## src/rtl/dm_store_buffer.sv

```systemverilog
// dm_store_buffer: store write buffer between the MEM stage and the data memory.
// The buffer accepts aligned sw/sh/sb stores and generates a byte-write-enable
// pattern for each one. It queues up to DEPTH stores in FIFO order and drains
// one per cycle into the data memory write port. It also flags loads that hit
// a word with a pending store.
// Optional feature: define STBUF_BYPASS_EN to let a store reach the data memory
// port in its own cycle when the queue is empty and the port is free.
module dm_store_buffer #(
    parameter int DEPTH = 4,
    parameter int AW    = 13
) (
    input  logic                   clk,
    input  logic                   reset,
    input  logic                   st_req,
    input  logic [1:0]             st_type,
    input  logic [AW-1:0]          st_addr,
    input  logic [31:0]            st_data,
    output logic                   st_ready,
    input  logic                   ld_req,
    input  logic [AW-1:0]          ld_addr,
    output logic                   ld_hazard,
    output logic                   misalign,
    input  logic                   dm_hold,
    output logic                   dm_we,
    output logic [3:0]             dm_bwe,
    output logic [AW-1:0]          dm_addr,
    output logic [31:0]            dm_din,
    output logic [$clog2(DEPTH):0] count
);

    localparam int PW = $clog2(DEPTH);
    localparam int CW = PW + 1;

    // Queue storage. The entries are plain registers because every entry is
    // compared against the load address in parallel.
    logic [AW-1:0]    addr_mem [DEPTH];
    logic [31:0]      data_mem [DEPTH];
    logic [3:0]       bwe_mem  [DEPTH];
    logic [DEPTH-1:0] valid_reg;

    logic [PW-1:0] head_reg;
    logic [PW-1:0] tail_reg;
    logic [CW-1:0] count_reg;
    logic          misalign_reg;

    logic       st_aligned;
    logic [3:0] st_bwe;
    logic       full;
    logic       fifo_drain;
    logic       bypass;
    logic       enq;
    logic       bypass_hit;
    logic [DEPTH-1:0] entry_hit;

    // Only word-granular addresses matter for hazards; the byte offset of the
    // load is intentionally ignored.
    logic unused_ld_bits;
    assign unused_ld_bits = ^ld_addr[1:0];

    // Decode the store type into an alignment verdict and a byte-lane mask.
    always_comb begin
        st_aligned = 1'b0;
        st_bwe     = 4'b0000;
        case (st_type)
            2'b00: begin
                st_aligned = (st_addr[1:0] == 2'b00);
                st_bwe     = 4'b1111;
            end
            2'b01: begin
                st_aligned = ~st_addr[0];
                st_bwe     = st_addr[1] ? 4'b1100 : 4'b0011;
            end
            2'b10: begin
                st_aligned = 1'b1;
                st_bwe     = 4'b0001 << st_addr[1:0];
            end
            default: begin
                st_aligned = 1'b0;
                st_bwe     = 4'b0000;
            end
        endcase
    end

    // Acceptance is based on the registered count only. A full buffer refuses
    // a store even if the head drains in the same cycle.
    assign full       = (count_reg == CW'(DEPTH));
    assign fifo_drain = reset && (count_reg != '0) && !dm_hold;

`ifdef STBUF_BYPASS_EN
    // An empty queue with a free port sends the store straight through.
    assign bypass = reset && st_req && st_aligned && (count_reg == '0) && !dm_hold;
`else
    assign bypass = 1'b0;
`endif

    assign enq = reset && st_req && st_aligned && !full && !bypass;

    // Drive the memory port from the head entry, or from the bypassing store.
    // The port is forced idle while reset is asserted.
    always_comb begin
        dm_we   = fifo_drain || bypass;
        dm_addr = addr_mem[head_reg];
        dm_din  = data_mem[head_reg];
        dm_bwe  = 4'b0000;
        if (bypass) begin
            dm_addr = st_addr;
            dm_din  = st_data;
            dm_bwe  = st_bwe;
        end else if (fifo_drain) begin
            dm_bwe  = bwe_mem[head_reg];
        end
    end

    // Compare each valid entry's word address against the load word.
    generate
        for (genvar gi = 0; gi < DEPTH; gi++) begin : g_hit
            assign entry_hit[gi] = valid_reg[gi] &&
                                   (addr_mem[gi][AW-1:2] == ld_addr[AW-1:2]);
        end
    endgenerate

    assign bypass_hit = bypass && (st_addr[AW-1:2] == ld_addr[AW-1:2]);
    assign ld_hazard  = reset && ld_req && ((|entry_hit) || bypass_hit);
    assign st_ready   = !reset || !full;
    assign misalign   = misalign_reg;
    assign count      = count_reg;

    // Pointer, occupancy and misalign-pulse registers.
    always_ff @(posedge clk) begin
        if (!reset) begin
            head_reg     <= '0;
            tail_reg     <= '0;
            count_reg    <= '0;
            misalign_reg <= 1'b0;
        end else begin
            misalign_reg <= st_req && !st_aligned;
            if (enq) begin
                tail_reg <= tail_reg + PW'(1);
            end
            if (fifo_drain) begin
                head_reg <= head_reg + PW'(1);
            end
            case ({enq, fifo_drain})
                2'b10:   count_reg <= count_reg + CW'(1);
                2'b01:   count_reg <= count_reg - CW'(1);
                default: count_reg <= count_reg;
            endcase
        end
    end

    // Per-entry valid bits. An entry is set on enqueue and cleared when it drains.
    // Head and tail can only coincide when the queue is empty or full. In those
    // states, the set and clear conditions cannot both be true.
    generate
        for (genvar gi = 0; gi < DEPTH; gi++) begin : g_valid
            // Track whether slot gi holds a pending store.
            always_ff @(posedge clk) begin
                if (!reset) begin
                    valid_reg[gi] <= 1'b0;
                end else if (enq && (tail_reg == PW'(gi))) begin
                    valid_reg[gi] <= 1'b1;
                end else if (fifo_drain && (head_reg == PW'(gi))) begin
                    valid_reg[gi] <= 1'b0;
                end
            end
        end
    endgenerate

    // Write the payload of an accepted store into the tail slot.
    always_ff @(posedge clk) begin
        if (enq) begin
            addr_mem[tail_reg] <= st_addr;
            data_mem[tail_reg] <= st_data;
            bwe_mem[tail_reg]  <= st_bwe;
        end
    end

endmodule
```

## config.mk

```make
export PLATFORM = sky130hd
export DESIGN_NAME = dm_store_buffer
export DESIGN_NICKNAME = d
export VERILOG_FILES = /design/src/rtl/dm_store_buffer.sv
export SDC_FILE = /design/constraint.sdc
export NUM_CORES = 1
export LEC_CHECK = 0
export BUFFER_PORTS_ARGS = -buffer_cell sky130_fd_sc_hd__buf_2
export CORE_UTILIZATION = 61
export DETAILED_ROUTE_END_ITERATION = 8
export GPL_TIMING_DRIVEN = 0
export PLACE_DENSITY_LB_ADDON = 0.1
export SETUP_SLACK_MARGIN = 0.02
export SLEW_MARGIN = 25
export SYNTH_ARGS = -nofsm -noshare
export SYNTH_HDL_FRONTEND = slang
export SYNTH_SLANG_ARGS = --single-unit
```

## constraint.sdc

```tcl
create_clock -name clk -period 3.7 [get_ports clk]
set_input_delay 0.37 -clock clk [delete_from_list [all_inputs] [get_ports clk]]
set_output_delay 0.37 -clock clk [all_outputs]
set_load 0.02 [all_outputs]
```

==> flow_summary.ini <==
[hold_path]
hold_start = st_data[17]
worst_hold_path_type = input pin to register
min_to = data_mem[3][17]$_DFFE_PP_
holdPathStages = 1

[clock_network]
clk_pin_slew_worst_paths_ns = 0.06
cts_made_buffers = 21
htreeDepth = 1
cts_buffer_depth = 3
clk_latency_ns = 0.48
postCtsSetupBuffers = 0
cts-resized-gates = 0
ctsHoldBuffers = 0
cts_tree = built
cts.sink_count = 210
clockRootBuffer = clkbuf_16

[logic_synthesis]
ys_seq_area_frac = 0.733
synth_edf_count = 196
async_flop_share = 0
yosysWarnings = 0
synth_flop_cell = edfxtp_1
ys_ff_latch = 210
syn_avg_cell_area_um2 = 19.5
synth_fp_nets = 506
synth_area_um2 = 8420
syn_inst = 431
ys_types = 32

[job]
maxCapViolations = 0

[layout]
areaGrowthSynthToFinish_pct = 18.2
reg_top3 = data_mem x128, addr_mem x52, bwe_mem x16
largest_reg_flops = 128
insertedDiodeCount = 0
nets = 640
layout-drive-gt1-share = 0.367
utilization = 0.745
regMostFlops = data_mem

[power_and_ir_drop]
power.leakage_uw = 0.00336
power_density_nw_per_um2 = 516
irDropWorstVdd_uv = 476
p_total_uw = 5130

[setup_path]
cp-start-kind = register
max_stage_delay_ns = 0.55
crit_slowest_cell = mux4_2
r2r_slack_ns = 1.28
required_ns = 3.33
critPathTopFamily = buffers and inverters
r2r.worst_path.cells = 10
rr_endpoint = count[2]$_SDFFE_PN0P_
crit_chain = clkbuf_1 -> buf_4 -> buf_6 -> mux4_2 -> buf_2
arrival_ns = 2.23
crit_type = register to primary output
critPathMaxFanout = 10
crit_path_end_kind = primary output
crit_buf_inv = 4
rr_startpoint = count[2]$_SDFFE_PN0P_

[sta]
finalSetupViolCount = 0
worst_pin_slew_ns = 0.664
max_slew_margin = 0.557
maxSlewViolCount = 0
hold_slack_ns = 0.0969
max_freq_ghz = 0.384
fin_setup_tns_ns = 0
fin_crit_ns = 2.60
fin_ws_ns = 1.10
finClkSkew_ns = 0.00908
rsz0062_at_grt = false
fin_crit_sh = 0.704
hold_viol = 0

[detailed_routing]
via_per_inst = 5.74
first_pass_iters = 4
wl_per_cell_um = 21.0
drt_iter0_drc = 308
drc = 0
wl_um = 15800
num_vias = 4322
ant_nets = 0

[floorplanning]
io_pins = 121
initial_core_util = 0.630
std_cell_rows = 42
core_area_um2 = 13300
die_x_um = 119
die-area_um2 = 14300
fp.dieH_um = 119

[global_routing]
grt_pass1_wl_um = 25000
gr-usage-all-layers = 0.234
antenna_found_initial = 0
grt_max_degree = 27
gr-total-overflow = 0
grt_pass1_vias = 4756

[placed_design]
gp_congestion = 0.811
hpwl_um = 10200
io_buffers = 107
dp_slack_ns = 1.06

[status]
status = finished clean
cell usage after synthesis, types with 3 or more instances:
master,instances,area [µm²]
o21ai_1,3,15.0
nand4_1,12,75.1
nor3_1,5,25.0
a21oi_1,11,55.1
nand3_1,8,40.0
a21o_1,4,30.0
ha_1,9,113
nor2b_1,6,37.5
dfxtp_1,14,280
clkbuf_2,11,55.1
buf_2,5,25.0
edfxtp_1,196,5890
nor2_1,8,30.0
mux4_2,49,1100
o21ai_0,7,35.0
xnor2_1,44,385
inv_1,19,71.3
kinds of logic (layout without fill, tap and decap cells):
logic type	after synthesis	count (layout)	share of synthesized area
AOI/OAI and AO/OA	28	28	0.0189
xor gates and xnor gates	46	46	0.0479
adders and majority gates	10	10	0.0158
buffers and inverters	43	189	0.0238
DFF	210	210	0.733
muxes	49	49	0.131
and+or+nand+nor	45	45	0.0299
metrics by stage:
stage          area [µm²]  std cells
6_report             9950        753
5_1_grt              9950        753
4_1_cts              9950        753
3_5_place_dp         9260        718
3_3_place_gp         9170        714
2_1_floorplan        8420        431
power breakdown:
group	switching [µW]	internal [µW]
Combinational	213	162
Clock	804	1310
Sequential	12.7	2620
layout make-up:
| class | instances | area [µm²] |
|---|---|---|
| buffer | 23 | 125 |
| clock buffer | 25 | 541 |
| sequential | 210 | 6170 |
| fill | 783 | 3400 |
| multi-input combinational | 178 | 2050 |
| inverter | 20 | 85.1 |
| timing repair buffer | 111 | 616 |
| tap | 176 | 220 |
| clock inverter | 10 | 144 |
worst max-delay path by stage:
stage	from	slack, ns	to	cells past startpoint
2_1_floorplan	count[2]$_SDFFE_PN0P_	1.19	count[2]$_SDFFE_PN0P_	10
3_3_place_gp	reset	0.37	data_mem[1][15]$_DFFE_PP_	5
3_5_place_dp	reset	1.06	count[2]$_SDFFE_PN0P_	11
4_1_cts	register	1.06	dm_addr[9]	5
5_1_grt	register	0.96	dm_addr[9]	5
6_report	register	1.10	dm_addr[9]	5
routing by layer:
| metal | track usage | vias to the layer above | routed length (µm) |
|---|---|---|---|
| met1 | 0.296 | 2190 | 6380 |
| li1 | - | 1969 | - |
| met3 | 0.0517 | 26 | 1010 |
| met5 | 0 | - | 0 |
| met2 | 0.405 | 137 | 8220 |
| met4 | 0.0711 | 0 | 240 |
worst register-to-register path: cells and delay by family, from the launching register on:
kind | cells | cell delay, ns
buffers and inverters | 3 | 0.31
XOR/XNOR | 1 | 0.18
AO/OA/AOI/OAI | 1 | 0.14
AND/OR/NAND/NOR | 3 | 0.76
flip-flops | 1 | 0.42
adder cells (fa/ha/maj) | 2 | 0.55
layout by cell type, fill, tap and decap left out, types with 2 or more instances in the layout:
cell | netlist | final
mux4_2 | 49 | 49
a21o_1 | 4 | 4
dfxtp_1 | 14 | 14
o21ai_1 | 3 | 3
a21oi_1 | 11 | 11
clkbuf_2 | 11 | 11
inv_4 | 0 | 4
nand3_1 | 8 | 8
buf_6 | 2 | 2
nand4_1 | 12 | 12
clkbuf_1 | 2 | 6
bufinv_16 | 0 | 4
nor2b_1 | 6 | 6
buf_12 | 0 | 4
ha_1 | 9 | 9
buf_1 | 2 | 2
nor3_1 | 5 | 5
xor2_1 | 2 | 2
xnor2_1 | 44 | 44
clkinv_1 | 0 | 5
o22ai_1 | 2 | 2
nor2_1 | 8 | 8
o21ai_0 | 7 | 7
clkbuf_16 | 0 | 21
buf_2 | 5 | 112
edfxtp_1 | 196 | 196
inv_1 | 19 | 15
No activity file was read; power rests on OpenSTA's default activity.
